===== config.mk =====
export PLATFORM = sky130hd
export DESIGN_NAME = lu_run_controller
export DESIGN_NICKNAME = d
export VERILOG_FILES = /design/src/rtl/lu_run_controller.sv
export SDC_FILE = /design/constraint.sdc
export NUM_CORES = 1
export LEC_CHECK = 0
export ABC_AREA = 0
export CAP_MARGIN = 20
export CORE_UTILIZATION = 55
export CTS_CLUSTER_SIZE = 40
export DETAILED_ROUTE_END_ITERATION = 8
export GPL_TIMING_DRIVEN = 0
export PLACE_DENSITY = 0.74
export SYNTH_ARGS = -nofsm -noshare
export SYNTH_HDL_FRONTEND = slang
export SYNTH_SLANG_ARGS = --single-unit

===== constraint.sdc =====
create_clock -name clk -period 3 [get_ports clk]
set_input_delay 0.6 -clock clk [delete_from_list [all_inputs] [get_ports clk]]
set_output_delay 0.6 -clock clk [all_outputs]
set_load 0.05 [all_outputs]

===== src/rtl/lu_run_controller.sv =====
// Run sequencer for the 3-variable LU solver: start handshake, timeout
// supervision, fault latching and result display cycling.
module lu_run_controller #(
    parameter int DWELL_CYCLES   = 50000000,
    parameter int TIMEOUT_CYCLES = 1000000,
    parameter int CNT_W          = 32
) (
    input  logic       clk,
    input  logic       rst,
    input  logic       start,
    input  logic       hold,
    input  logic       LU_done,
    input  logic       LU_error_ovf,
    input  logic       LU_error_dbz,
    input  logic       LU_error_FSM,
    output logic       LU_en,
    output logic [1:0] disp_control,
    output logic       busy,
    output logic       result_valid,
    output logic [2:0] err_code,
    output logic       timeout
);

    typedef enum logic [1:0] {
        IDLE  = 2'd0,
        RUN   = 2'd1,
        SHOW  = 2'd2,
        FAULT = 2'd3
    } state_t;

    localparam logic [CNT_W-1:0] DWELL_LAST = CNT_W'(DWELL_CYCLES - 1);
    localparam logic [CNT_W-1:0] TO_LAST    = CNT_W'(TIMEOUT_CYCLES - 1);
    localparam logic [1:0]       DISP_BLANK = 2'b11;

    state_t           state;
    logic             start_q;
    logic [CNT_W-1:0] dwell_cnt;
    logic [CNT_W-1:0] run_cnt;
    logic             start_edge;
    logic [2:0]       errs;

    assign start_edge = start & ~start_q;
    assign errs       = {LU_error_FSM, LU_error_dbz, LU_error_ovf};

    always_ff @(posedge clk or negedge rst) begin
        if (!rst) begin
            state        <= IDLE;
            start_q      <= 1'b0;
            dwell_cnt    <= '0;
            run_cnt      <= '0;
            LU_en        <= 1'b0;
            disp_control <= DISP_BLANK;
            busy         <= 1'b0;
            result_valid <= 1'b0;
            err_code     <= 3'b000;
            timeout      <= 1'b0;
        end else begin
            start_q <= start;
            // Any non-RUN state restarts identically on a start edge.
            if (start_edge && (state == IDLE || state == SHOW ||
                               state == FAULT)) begin
                state        <= RUN;
                LU_en        <= 1'b1;
                busy         <= 1'b1;
                result_valid <= 1'b0;
                disp_control <= DISP_BLANK;
                err_code     <= 3'b000;
                timeout      <= 1'b0;
                run_cnt      <= '0;
            end else begin
                case (state)
                    IDLE: begin
                    end
                    RUN: begin
                        if (LU_done) begin
                            LU_en <= 1'b0;
                            busy  <= 1'b0;
                            if (|errs) begin
                                err_code     <= errs;
                                state        <= FAULT;
                                disp_control <= DISP_BLANK;
                            end else begin
                                state        <= SHOW;
                                disp_control <= 2'b00;
                                result_valid <= 1'b1;
                                dwell_cnt    <= '0;
                            end
                        end else if (run_cnt == TO_LAST) begin
                            state   <= FAULT;
                            timeout <= 1'b1;
                            LU_en   <= 1'b0;
                            busy    <= 1'b0;
                        end else begin
                            run_cnt <= run_cnt + 1'b1;
                        end
                    end
                    SHOW: begin
                        if (!hold) begin
                            if (dwell_cnt == DWELL_LAST) begin
                                dwell_cnt    <= '0;
                                disp_control <= (disp_control == 2'b10) ?
                                                2'b00 : disp_control + 2'b01;
                            end else begin
                                dwell_cnt <= dwell_cnt + 1'b1;
                            end
                        end
                    end
                    FAULT: begin
                        LU_en        <= 1'b0;
                        disp_control <= DISP_BLANK;
                    end
                    default: begin
                        state        <= IDLE;
                        dwell_cnt    <= '0;
                        run_cnt      <= '0;
                        LU_en        <= 1'b0;
                        disp_control <= DISP_BLANK;
                        busy         <= 1'b0;
                        result_valid <= 1'b0;
                        err_code     <= 3'b000;
                        timeout      <= 1'b0;
                    end
                endcase
            end
        end
    end

endmodule


Yosys cells after proc, flatten, opt, wreduce, memory -nomap -nowiden
Cells that the tools add are included.
{"block": "word_totals", "output_inout_bits": 9, "word_cells": 92, "register_bits": 76, "in_bits": 8}
{"block": "classes", "n_reduce_logical": 21, "mux": 39, "add_sub_neg": 3, "bitwise": 3, "n_eq_ne": 16}
{"op": "$mux 32", "count": 8}
{"op": "$add 32x1->32 const B", "count": 2}
{"op": "$pmux 32 s2", "count": 1}
{"op": "$eq 32x20->1 const B", "count": 1}
{"op": "$eq 32x26->1 const B", "count": 1}
{"op": "$mux 2", "count": 10}
{"op": "$mux 1", "count": 14}
{"op": "$mux 3", "count": 4}
{"op": "$reduce_and 3->1", "count": 4}
{"op": "$ne 2x2->1 const B", "count": 5}
{"op": "$reduce_bool 2->1", "count": 5}
{"op": "$eq 2x2->1 const B", "count": 3}
{"op": "$pmux 2 s3", "count": 1}
{"op": "$reduce_bool 3->1", "count": 2}
{"op": "$reduce_and 5->1", "count": 1}
{"op": "$ne 4x4->1 const B", "count": 1}
{"op": "$reduce_and 2->1", "count": 2}
{"op": "$reduce_and 4->1", "count": 1}
{"op": "$reduce_bool 4->1", "count": 1}
{"op": "$ne 3x1->1 const B", "count": 1}
{"op": "$ne 3x2->1 const B", "count": 1}
{"op": "$ne 3x3->1 const B", "count": 1}
{"op": "$reduce_or 3->1", "count": 1}
{"op": "$add 2x1->2 const B", "count": 1}
{"op": "8 further kinds", "count": 10}

Logic depth before layout (Yosys ltp)
Gate-level depths: netlist of run 1.
{"block": "logic_depth", "ltp_word": 6, "depth_mapped": 8, "ltp_nobuf": 6}

Least setup slack after synthesis of run 1
Ideal clock, no wire load.
{"block": "synth_path", "kind": "input-to-reg", "startpoint": "input LU_done", "endpoint": "register run_cnt[31]", "n_path_buf": 1, "path_stages": 6, "arrival_ps": 2255, "required_ps": 2922, "setup_ps": 78, "slack_ps": 668, "path_cell_list": "buf_2 nor3b_4 nand4_1 or4_4 or3_1 a21oi_1"}
{"block": "synth_between", "elab_chain_cells": 2}
{"item": "from (decl)", "line": "12", "rtl": "input logic LU_done,"}
{"item": "$ne 2x1->1 (no source line)"}
{"item": "$reduce_and 3->1 (no source line)"}
{"item": "to (signal assigned)", "line": "94", "rtl": "run_cnt <= run_cnt + 1'b1;"}
{"item": "to (decl)", "line": "38", "rtl": "logic [CNT_W-1:0] run_cnt;"}
No other way between the ends.
A chain may end at the register's enable or synchronous reset.

Final worst setup path of run 1
{"block": "layout_path", "startpoint": "register dwell_cnt[0]", "endpoint": "register dwell_cnt[18]"}
{"block": "layout_between", "elab_chain_cells": 4, "elab_cells_between_ends": 5, "classes_between": "add/sub (1); eq/ne (1); mux (3)"}
{"item": "from (decl)", "line": "37", "rtl": "logic [CNT_W-1:0] dwell_cnt;"}
{"item": "from (signal assigned)", "line": "104", "rtl": "dwell_cnt <= dwell_cnt + 1'b1;"}
{"item": "$add 32x1->32 / $eq 32x26->1 (equally long branches)", "line": "104, 99"}
{"item": "$mux 32 (*)", "line": "99", "rtl": "if (dwell_cnt == DWELL_LAST) begin"}
{"item": "$mux 32 (*)", "line": "98", "rtl": "if (!hold) begin"}
{"item": "$pmux 32 s2 (*)", "line": "71", "rtl": "case (state)"}
Mark *: on every way between the ends. The rest lies on a longest branch, timed or not. The select of a mux whose other input is x is not followed.

==> summary.txt, run 1 <==
Worst setup path
  – Crit path max-delay family: simple AND/OR/NAND/NOR gates
  – Slowest CP cell: nor4_1
  – Setup crit start kind: flop
  – CP Capture Type: flop
  – WP data arrival: 3.07 ns
  – Kind of critical path: reg2reg
  – CP Max Fanout: 10
  – Worst Path Buf+Inv: 1
  – Crit-path cells: ha_1 -> nand3_1 -> nor4_1 -> nand3_1 -> clkbuf_1 -> or3_1 -> a21oi_1
  – Worst path max stage delay: just under 0.9 ns
  – Worst Path Required: 3.27 ns
  – Setup slack, reg-to-reg: approximately 0.2 ns
  – Crit path top cell by count: nand3_1

Clock network
  – Resized cells post-CTS: 0
  – Clock sink count: 76
  – Clock latency on the worst-skew pair: roughly 0.35 ns
  – H-tree depth: 3
  – Max Root-Sink Buffers: 2
  – CTS Hold Bufs: 0
  – Reg clk slew, reported paths: around 0.080 ns
  – Setup repair bufs after CTS: 0
  – CTS tree: done
  – TritonCTS buffer count: 9
  – CTS root buffer: clkbuf_8

Status
  – Outcome: complete, no violations

Synthesis
  – Syn Inst Count: between 400 and 500
  – Yosys warns: 0
  – Largest family of logic cells by synthesized area: simple AND/OR/NAND/NOR gates
  – Cell accounting for the most synthesized area: dfrtp_1
  – Largest cells by area after synthesis: dfrtp_1 45%, mux2i_1 5.4%, nand2_1 5.3%
  – Synth Register Bits: 76
  – Average size of a mapped cell: 9.18 µm²
  – Cell variety after synth: between 50 and 60
  – Area share of the leading cell type in the synthesized netlist: 0.454
  – Post-Synth Simple-Gate Area: 0.303
  – Fraction of registers with async set/reset: 1.00
  – Post-synth EDFFs: 0
  – Sequential cell area fraction in the yosys report: 0.467
  – Post-synthesis mux area share: 0.0623
  – Synth Net Count: ~450
  – Count leader, synth: dfrtp_1
  – Most common library cells after synthesis: 74 x dfrtp_1, 58 x nand2_1, 37 x nand3_1, 27 x nand4_1, 26 x nor2_1
  – Cell Area, Synth: 4080 µm²
  – Synth Area in XOR/XNOR: 0.0215
  – Post-synthesis adder-cell area fraction: 0.00614
  – Most used DFF post-synth: dfrtp_1
  – Synth Area in Compound Gates: 0.116

Detailed routing
  – DR vias: 3522
  – DR pass1 iterations: 4
  – DR DRC count: 0
  – Wire per inst: 16.0 µm
  – Detailed Route WL: between 9 and 10 mm
  – Antenna-violating nets left: 0
  – Vias per cell: slightly above 6
  – DR iter-0 viols: roughly 280

Cells and area
  – Ratio of cells with drive above 1 in the final layout: 0.0672
  – Post-Route Utilization: 0.637
  – Design Area, Final: around 4600 µm²
  – Filler cells: roughly 620
  – Finished Layout Cells: between 500 and 600
  – Layout overhead on the synthesized area: 12.8%
  – N_diodes: 0
  – Final Net Count: about 480

Pwr
  – PD cells: 599 nW/µm²
  – Switch Pwr: 934 µW
  – Cell internal pwr: between 1.5 and 2 mW
  – Design Power: 2.75 mW
  – VDD IR-drop max: roughly 0.36 mV
  – Sw Share: 0.339
  – Comb pwr share: 0.239
  – Sequential Power Share: 0.443
  – Clock power share: 0.318
  – P_leak: 2.00 nW

Place
  – Place WS: -0.0450 ns
  – Post-DP HPWL: between 6 and 7 mm
  – Routability cong.: 0.848
  – Dpl cell area: ~4400 µm²
  – PortBufs: 15
  – DP Cell Count: ~560

Timing
  – Fin. max-slew vios: 0
  – Worst clock skew: 0.00669 ns
  – RSZ-0062 raised after global routing: false
  – Minimum clock period: 2.80 ns
  – Number of setup violations in the final report: 0
  – Max Freq: between 0.3 and 0.4 GHz
  – Final period util: 0.934
  – Slew headroom: 0.272
  – PnR worst setup slack: ~0.20 ns
  – Worst-Margin Slew: roughly 1.1 ns
  – Hold Vio Cnt, Final: 0

GRT
  – First-pass GRT wire length: roughly 15 mm
  – Pin count of the biggest net entering global routing: 47
  – Grt ovf: 0
  – Global Route Usage Sum: 0.255
  – Vias in the first global route: 3297
  – Initial antenna violation count: 0

Floorplan
  – Die width: 88.1 µm
  – Core area: 7210 µm²
  – Io pins: 17
  – Initial Util: 0.565
  – Die ar.: between 7000 and 8000 µm²
  – # rows: 31
  – Die Y: 88.1 µm

Hold path
  – HP Class: in2async

Flow run
  – # Max-Cap Violations: 0
-- worst paths after layout --
path	endpoint	cells after the start	startpoint
setup / recovery	dwell_cnt[18]	7	dwell_cnt[0]
hold / removal	run_cnt[25]	1	rst
setup reg to reg	dwell_cnt[18]	7	dwell_cnt[0]
hold reg to reg	run_cnt[27]	1	run_cnt[27]
max in group asynchronous	dwell_cnt[21]	2	rst
min in group clk	run_cnt[27]	1	run_cnt[27]
-- worst reg2reg max path: stages, from the launching register on --
cell	delay (ns)
dfrtp_1	0.40
ha_1	0.29
nand3_1	0.11
nor4_1	0.89
nand3_1	0.21
clkbuf_1	0.26
or3_1	0.39
a21oi_1	0.17
-- flip-flops by register name, indices dropped and copies added (netlist names) --
| register | cells |
|---|---|
| busy | 1 |
| run_cnt | 32 |
| err_code | 3 |
| LU_en | 1 |
| result_valid | 1 |
| dwell_cnt | 32 |
| state | 2 |
| start_q | 1 |
| disp_control | 2 |
| timeout | 1 |
-- power groups by stage --
stage               Clock (mW)  Sequential [mW]  Combinational, mW
floorplan                    0             1.36              0.313
global placement             0             1.23              0.644
detailed placement           0             1.24              0.658
CTS                      0.889             1.22              0.661
global route             0.928             1.24              0.723
finish                   0.874             1.22              0.659
-- area by class of cell --
| class | instances | area [µm²] | area share |
|---|---|---|---|
| inverters | 9 | 33.8 | 0.00735 |
| flip-flops and latches | 76 | 1900 | 0.414 |
| clock buffers | 9 | 124 | 0.0269 |
| repair buffers | 16 | 175 | 0.0381 |
| well taps | 99 | 124 | 0.0269 |
| plain buffers | 16 | 66.3 | 0.0144 |
| multi-input cells | 343 | 2070 | 0.451 |
| clock inverters | 7 | 98.8 | 0.0215 |
-- logic make-up (layout without fill, tap and decap cells) --
| group | after synthesis | in the layout |
|---|---|---|
| and+or+nand+nor | 229 | 229 |
| AOI/OAI and AO/OA | 77 | 77 |
| DFF | 76 | 76 |
| muxes | 25 | 25 |
| buffers and inverters | 25 | 57 |
| xor gates and xnor gates | 10 | 10 |
| adders and majority gates | 2 | 2 |
-- placed cells by master, fill, tap and decap left out, types with 9 or more instances in the layout --
| master | synthesis | final |
|---|---|---|
| mux2i_1 | 22 | 22 |
| clkbuf_8 | 0 | 9 |
| a21oi_1 | 18 | 18 |
| and3_1 | 15 | 15 |
| or3_1 | 14 | 14 |
| o21ai_1 | 11 | 11 |
| nor2_1 | 26 | 26 |
| nor3_1 | 10 | 10 |
| nand2_1 | 58 | 58 |
| inv_1 | 9 | 9 |
| dfrtp_1 | 74 | 74 |
| o21ai_0 | 21 | 21 |
| clkbuf_1 | 10 | 10 |
| clkdlybuf4s50_1 | 0 | 14 |
| nand3_1 | 37 | 37 |
| nand4_1 | 27 | 27 |
| nor4_1 | 10 | 10 |
-- routing by layer --
layer	wire, µm	up-vias	share of wire	GRT usage
met2	4410	105	0.48	0.425
met1	4160	1695	0.45	0.333
li1	-	1708	-	-
met4	176	0	0.019	0.107
met5	0	-	0	0
met3	448	14	0.049	0.0377
-- through the flow --
step	setup TNS [ns]	hold WS, ns
floorplan	0	0.304
global placement	-99.48	0.470
detailed placement	-0.146	0.494
CTS	0	0.182
global route	0	0.201
finish	0	0.177
Note: power is estimated with default switching activity, not from simulation.
==> inputs of run 2 (changes only) <==
--- a/config.mk
+++ b/config.mk
@@ -7,8 +7,8 @@
 export LEC_CHECK = 0
 export ABC_AREA = 0
 export CAP_MARGIN = 20
+export CORE_ASPECT_RATIO = 1.75
 export CORE_UTILIZATION = 55
-export CTS_CLUSTER_SIZE = 40
 export DETAILED_ROUTE_END_ITERATION = 8
 export GPL_TIMING_DRIVEN = 0
 export PLACE_DENSITY = 0.74
==> run 2 against run 1 <==
Power up 11%. Cell count down 2.3%. Global-route usage up 2.9 points. Clock power up 32%. Setup slack worse by 0.073 ns.
==> summary.txt, run 2 (synthesized netlist as in run 1, its figures left out) <==
Worst setup path
  – Reg2reg path depth: 7 (unchanged)
  – Reg2reg start: dwell_cnt[0]
  – Critical path origin: dwell_cnt[0]
  – Setup slack, reg-to-reg: 0.13 ns (-0.07 ns)
  – Kind of critical path: reg2reg
  – Crit path to: dwell_cnt[26]
  – Worst reg2reg path endpoint: dwell_cnt[26]
  – Worst Path Required: 3.26 ns (about the same)
  – Setup crit start kind: flop
  – CP Capture Type: flop
  – WP data arrival: 3.14 ns (+0.07 ns)
  – CP Max Fanout: 10 (unchanged)

Timing
  – Worst-Margin Slew: 1.16 ns (+0.0751 ns)
  – PnR worst setup slack: 0.126 ns (-0.0728 ns)
  – Hold Vio Cnt, Final: 0 (unchanged)
  – Max Freq: 0.348 GHz (-2.5%)
  – Minimum clock period: 2.87 ns (+0.0728 ns)
  – RSZ-0062 raised after global routing: false
  – Setup TNS: 0 ns (unchanged)
  – Number of setup violations in the final report: 0 (unchanged)
  – Fin. max-slew vios: 0 (unchanged)
  – Final period util: 0.958 (+0.0243)
  – Slew headroom: 0.222 (-0.0506)
  – Worst clock skew: 0.00833 ns (+0.00164 ns)
  – Hold slack: 0.164 ns (-0.0126 ns)

Pwr
  – P_leak: 2.04 nW (+2.1%)
  – PD cells: 651 nW/µm² (+8.8%)
  – VDD IR-drop max: 0.417 mV (+17%)
  – Design Power: 3.04 mW (+11%)

Place
  – Post-DP HPWL: 7.24 mm (+13%)
  – Place WS: -0.0489 ns (-0.00389 ns)
  – PortBufs: 15 (unchanged)
  – DP Cell Count: 546 (-2.3%)
  – Dpl cell area: 4360 µm² (-0.37%)
  – Routability cong.: 0.873 (+3.0%)

Clock network
  – CTS tree: done
  – CTS Hold Bufs: 0 (unchanged)
  – Reg clk slew, reported paths: 0.06 ns (-0.02 ns)
  – Max Root-Sink Buffers: 2 (unchanged)
  – H-tree depth: 3 (unchanged)
  – CTS root buffer: clkbuf_16
  – Setup repair bufs after CTS: 0 (unchanged)
  – TritonCTS buffer count: 9 (unchanged)
  – Resized cells post-CTS: 0 (unchanged)
  – Clock latency on the worst-skew pair: 0.34 ns (about the same)
  – Clock sink count: 76 (unchanged)

Floorplan
  – Core area: 7180 µm² (-0.45%)
  – Die Y: 116 µm (+32%)
  – Initial Util: 0.568 (+0.00256)
  – Die width: 67.1 µm (-24%)
  – Die ar.: 7770 µm² (+0.18%)
  – # rows: 41 (+32%)
  – Io pins: 17 (unchanged)

Detailed routing
  – DR iter-0 viols: 260 (-7.8%)
  – Detailed Route WL: 10.0 mm (+9.1%)
  – DR vias: 3641 (+3.4%)
  – Wire per inst: 17.9 µm (+12%)
  – Antenna-violating nets left: 0 (unchanged)
  – DR DRC count: 0 (unchanged)
  – DR pass1 iterations: 7 (+3)
  – Vias per cell: 6.48 (+5.8%)

Cells and area
  – N_diodes: 0 (unchanged)
  – Finished Layout Cells: 562 (-2.3%)
  – Most frequent cells in the layout: 74 x dfrtp_1, 58 x nand2_1, 37 x nand3_1, 27 x nand4_1, 26 x nor2_1
  – Largest registers: dwell_cnt: 32 flops, run_cnt: 32 flops, err_code: 3 flops
  – FF/Latch Area: 1900 µm² (unchanged)
  – Layout overhead on the synthesized area: 14.6%
  – Ratio of cells with drive above 1 in the final layout: 0.0588 (-0.00840)
  – Design Area, Final: 4670 µm² (+1.6%)
  – Filler cells: 595 (-3.3%)
  – Post-Route Utilization: 0.651 (+0.0133)
  – Footprint of the multi-input gates: 2070 µm² (unchanged)
  – Most common cell after layout, fill and taps aside: dfrtp_1
  – Final Net Count: 481 (unchanged)

Status
  – Outcome: complete, no violations

GRT
  – Initial antenna violation count: 0 (unchanged)
  – First-pass GRT wire length: 16.4 mm (+8.1%)
  – Grt ovf: 0 (unchanged)
  – Global Route Usage Sum: 0.284 (+0.0295)
  – Vias in the first global route: 3565 (+8.1%)
  – Pin count of the biggest net entering global routing: 54 (+15%)

Hold path
  – HP Class: in2async

Flow run
  – # Max-Cap Violations: 0 (unchanged)
==> run 2: cell count changes in the layout (fill, tap and decap cells not counted), sizes merged <==
cell,previous run,this run
clkbuf,19,24
clkinv,3,0
clkinvlp,1,0
inv,10,9
==> run 2: worst min-delay path by stage <==
stage / start / end / slack (ns) / depth (start not counted)
floorplan: rst / LU_en / 0.30 / 0
global placement: run_cnt[19] / run_cnt[19] / 0.48 / 1
detailed placement: run_cnt[19] / run_cnt[19] / 0.48 / 1
CTS: rst / run_cnt[27] / 0.17 / 1
global route: rst / run_cnt[24] / 0.19 / 1
finish: rst / run_cnt[27] / 0.16 / 1
==> run 2: layer usage <==
| metal | share of wire | vias to the layer above | wire (µm) | GRT usage |
|---|---|---|---|---|
| met2 | 0.55 | 119 | 5480 | 0.525 |
| met4 | 0.047 | 0 | 471 | 0.167 |
| li1 | - | 1713 | - | - |
| met3 | 0.036 | 41 | 363 | 0.0561 |
| met1 | 0.37 | 1768 | 3710 | 0.281 |
| met5 | 0 | - | 0 | 0 |
==> run 2: power by group <==
group          leakage [nW]  total [mW]  switching (mW)  internal (mW)
Combinational         0.855       0.658           0.444          0.214
Clock                 0.151        1.15           0.401          0.752
Sequential             1.03        1.23          0.0976           1.13
==> run 2: critical path, stage by stage, from the launching register on <==
cell and delay [ns]:
dfrtp_1 0.41, ha_1 0.31, nand3_1 0.10, nor4_1 0.94, nand3_1 0.22, clkbuf_1 0.27
or3_1 0.39, a21oi_1 0.15
==> run 2: layout make-up <==
type                            count  share of cell area
Timing Repair Buffer               16              0.0375
Inverter                            9             0.00723
Sequential cell                    76               0.407
Clock inverter                      2              0.0129
Multi-Input combinational cell    343               0.443
Buffer                             16              0.0142
Tap cell                           86              0.0230
Clock buffer                       14              0.0544
==> inputs of run 3 (changes only) <==
--- a/config.mk
+++ b/config.mk
@@ -10,7 +10,6 @@
 export CORE_ASPECT_RATIO = 1.75
 export CORE_UTILIZATION = 55
 export DETAILED_ROUTE_END_ITERATION = 8
-export GPL_TIMING_DRIVEN = 0
 export PLACE_DENSITY = 0.74
 export SYNTH_ARGS = -nofsm -noshare
 export SYNTH_HDL_FRONTEND = slang
==> constraint.sdc (replaced) <==
create_clock -name clk -period 3.3 [get_ports clk]
set_input_delay 0.66 -clock clk [delete_from_list [all_inputs] [get_ports clk]]
set_output_delay 0.66 -clock clk [all_outputs]
set_load 0.05 [all_outputs]
==> run 3 against run 2 <==
Final area up 0.51%. Utilization up 0.33 points. Non-clock buffer count down 2. Combinational power down 12%. Clock skew down 0.0040 ns. Fmax up 6.7%. Critical path depth unchanged.
==> summary.txt, run 3 (synthesized netlist as in run 1, its figures left out) <==
Floorplan
  – # rows: 41 (unchanged)
  – Die width: 67.1 µm (unchanged)
  – Die Y: 116 µm (unchanged)
  – Die ar.: 7770 µm² (unchanged)
  – Initial Util: 0.568 (unchanged)
  – Core area: 7180 µm² (unchanged)
  – Io pins: 17 (unchanged)

Clock network
  – Clock sink count: 76 (unchanged)
  – CTS root buffer: clkbuf_16
  – CTS Hold Bufs: 0 (unchanged)
  – Setup repair bufs after CTS: 0 (unchanged)
  – Clock latency on the worst-skew pair: 0.33 ns (about the same)
  – Resized cells post-CTS: 0 (unchanged)
  – Reg clk slew, reported paths: 0.06 ns (about the same)
  – H-tree depth: 3 (unchanged)
  – CTS tree: done
  – Max Root-Sink Buffers: 2 (unchanged)
  – TritonCTS buffer count: 9 (unchanged)

Cells and area
  – Most frequent cells in the layout: 74 x dfrtp_1, 58 x nand2_1, 37 x nand3_1, 27 x nand4_1, 26 x nor2_1
  – Layout overhead on the synthesized area: 15.2%
  – N_diodes: 0 (unchanged)
  – Most common cell after layout, fill and taps aside: dfrtp_1
  – Footprint of the multi-input gates: 2070 µm² (unchanged)
  – Final Net Count: 479 (-0.42%)
  – Ratio of cells with drive above 1 in the final layout: 0.0844 (+0.0256)
  – Filler cells: 599 (+0.67%)
  – Largest registers: dwell_cnt: 32 flops, run_cnt: 32 flops, err_code: 3 flops
  – FF/Latch Area: 1900 µm² (unchanged)

Place
  – Routability cong.: 0.860 (-1.5%)
  – PortBufs: 16 (+1)
  – Place WS: 0.373 ns (+0.422 ns)
  – Post-DP HPWL: 7.00 mm (-3.4%)

Timing
  – Slew headroom: 0.357 (+0.135)
  – Hold Vio Cnt, Final: 0 (unchanged)
  – Worst clock skew: 0.00434 ns (-0.00399 ns)
  – Number of setup violations in the final report: 0 (unchanged)
  – Hold slack: 0.452 ns (+0.287 ns)
  – Final period util: 0.816 (-0.141)
  – Worst-Margin Slew: 0.965 ns (-0.192 ns)
  – Max Freq: 0.371 GHz (+6.7%)
  – RSZ-0062 raised after global routing: false
  – Minimum clock period: 2.69 ns (-0.179 ns)
  – PnR worst setup slack: 0.606 ns (+0.479 ns)
  – Setup TNS: 0 ns (unchanged)
  – Fin. max-slew vios: 0 (unchanged)

Worst setup path
  – WP data arrival: 2.90 ns (-0.24 ns)
  – Crit path max-delay family: simple AND/OR/NAND/NOR gates
  – Slowest CP cell: nor4_1
  – Worst path max stage delay: 0.70 ns (-0.24 ns)
  – Worst Path Required: 3.51 ns (+0.25 ns)
  – Crit path top cell by count: buf_4
  – CP Max Fanout: 21 (+11)
  – Kind of critical path: reg2reg
  – Setup crit start kind: flop
  – Setup slack, reg-to-reg: 0.61 ns (+0.48 ns)
  – Worst Path Buf+Inv: 2 (+1)
  – CP Capture Type: flop
  – Crit-path cells: or4b_1 -> nor4_1 -> a21oi_1 -> buf_4 -> nor2_1 -> buf_4 -> o21ai_1

Detailed routing
  – Wire per inst: 17.6 µm (-1.6%)
  – Antenna-violating nets left: 0 (unchanged)
  – DR iter-0 viols: 317 (+22%)
  – DR DRC count: 0 (unchanged)
  – Vias per cell: 6.40 (-1.2%)
  – DR vias: 3583 (-1.6%)
  – Detailed Route WL: 9.84 mm (-1.9%)
  – DR pass1 iterations: 7 (unchanged)

Hold path
  – HP Class: in2async

Flow run
  – # Max-Cap Violations: 0 (unchanged)

GRT
  – Vias in the first global route: 3493 (-2.0%)
  – Pin count of the biggest net entering global routing: 77 (+43%)
  – Initial antenna violation count: 0 (unchanged)
  – First-pass GRT wire length: 16.3 mm (-0.76%)
  – Grt ovf: 0 (unchanged)
  – Global Route Usage Sum: 0.281 (-0.00328)

Status
  – Outcome: complete, no violations

Pwr
  – VDD IR-drop max: 0.461 mV (+11%)
  – PD cells: 586 nW/µm² (-10%)
  – P_leak: 2.07 nW (+1.5%)
run 3: cell type report:
type,count,share of cell area
Clock buffer,9,0.0479
Clock inverter,7,0.0194
Inverter,9,0.00719
Multi-Input combinational cell,343,0.441
Sequential cell,76,0.405
Tap cell,86,0.0229
Timing Repair Buffer,30,0.0559
run 3: final timing paths:
kind                               start       endpoint  cells after the start
hold reg to reg              err_code[0]    err_code[0]                      2
setup / recovery           dwell_cnt[10]  dwell_cnt[16]                      7
min in group clk             err_code[0]    err_code[0]                      2
setup reg to reg           dwell_cnt[10]  dwell_cnt[16]                      7
max in group asynchronous            rst        start_q                      1
hold / removal                       rst    run_cnt[23]                      1
run 3: per-layer routing:
metal  routed length (µm)  vias to the layer above  track usage
met3                  306                       26       0.0571
met4                  280                        0        0.142
met1                 3850                     1760        0.305
met2                 5400                       89        0.500
met5                    0                        -            0
li1                     -                     1708            -
run 3: metrics by stage:
| stage | area [µm²] | total power, mW | util | std cells |
|---|---|---|---|---|
| 6_report | 4700 | 2.75 | 0.654 | 560 |
| 5_1_grt | 4700 | 2.87 | 0.654 | 560 |
| 4_1_cts | 4700 | 2.77 | 0.654 | 560 |
| 3_5_place_dp | 4380 | 1.73 | 0.610 | 544 |
| 3_3_place_gp | 4380 | 1.71 | 0.610 | 544 |
| 2_1_floorplan | 4080 | 1.52 | - | 444 |
run 3: report_power, final:
| part | leakage, nW | internal [mW] | total (mW) | switching (mW) |
|---|---|---|---|---|
| clock | 0.155 | 0.658 | 1.04 | 0.378 |
| sequential | 1.03 | 1.03 | 1.13 | 0.103 |
| combinational | 0.883 | 0.197 | 0.579 | 0.383 |
| total | 2.07 | 1.89 | 2.75 | 0.864 |
run 3: worst reg2reg max path, stage by stage (launching register included):
cell and delay [ns]:
dfrtp_1 0.45, or4b_1 0.52, nor4_1 0.70, a21oi_1 0.14
buf_4 0.23, nor2_1 0.14, buf_4 0.27, o21ai_1 0.12
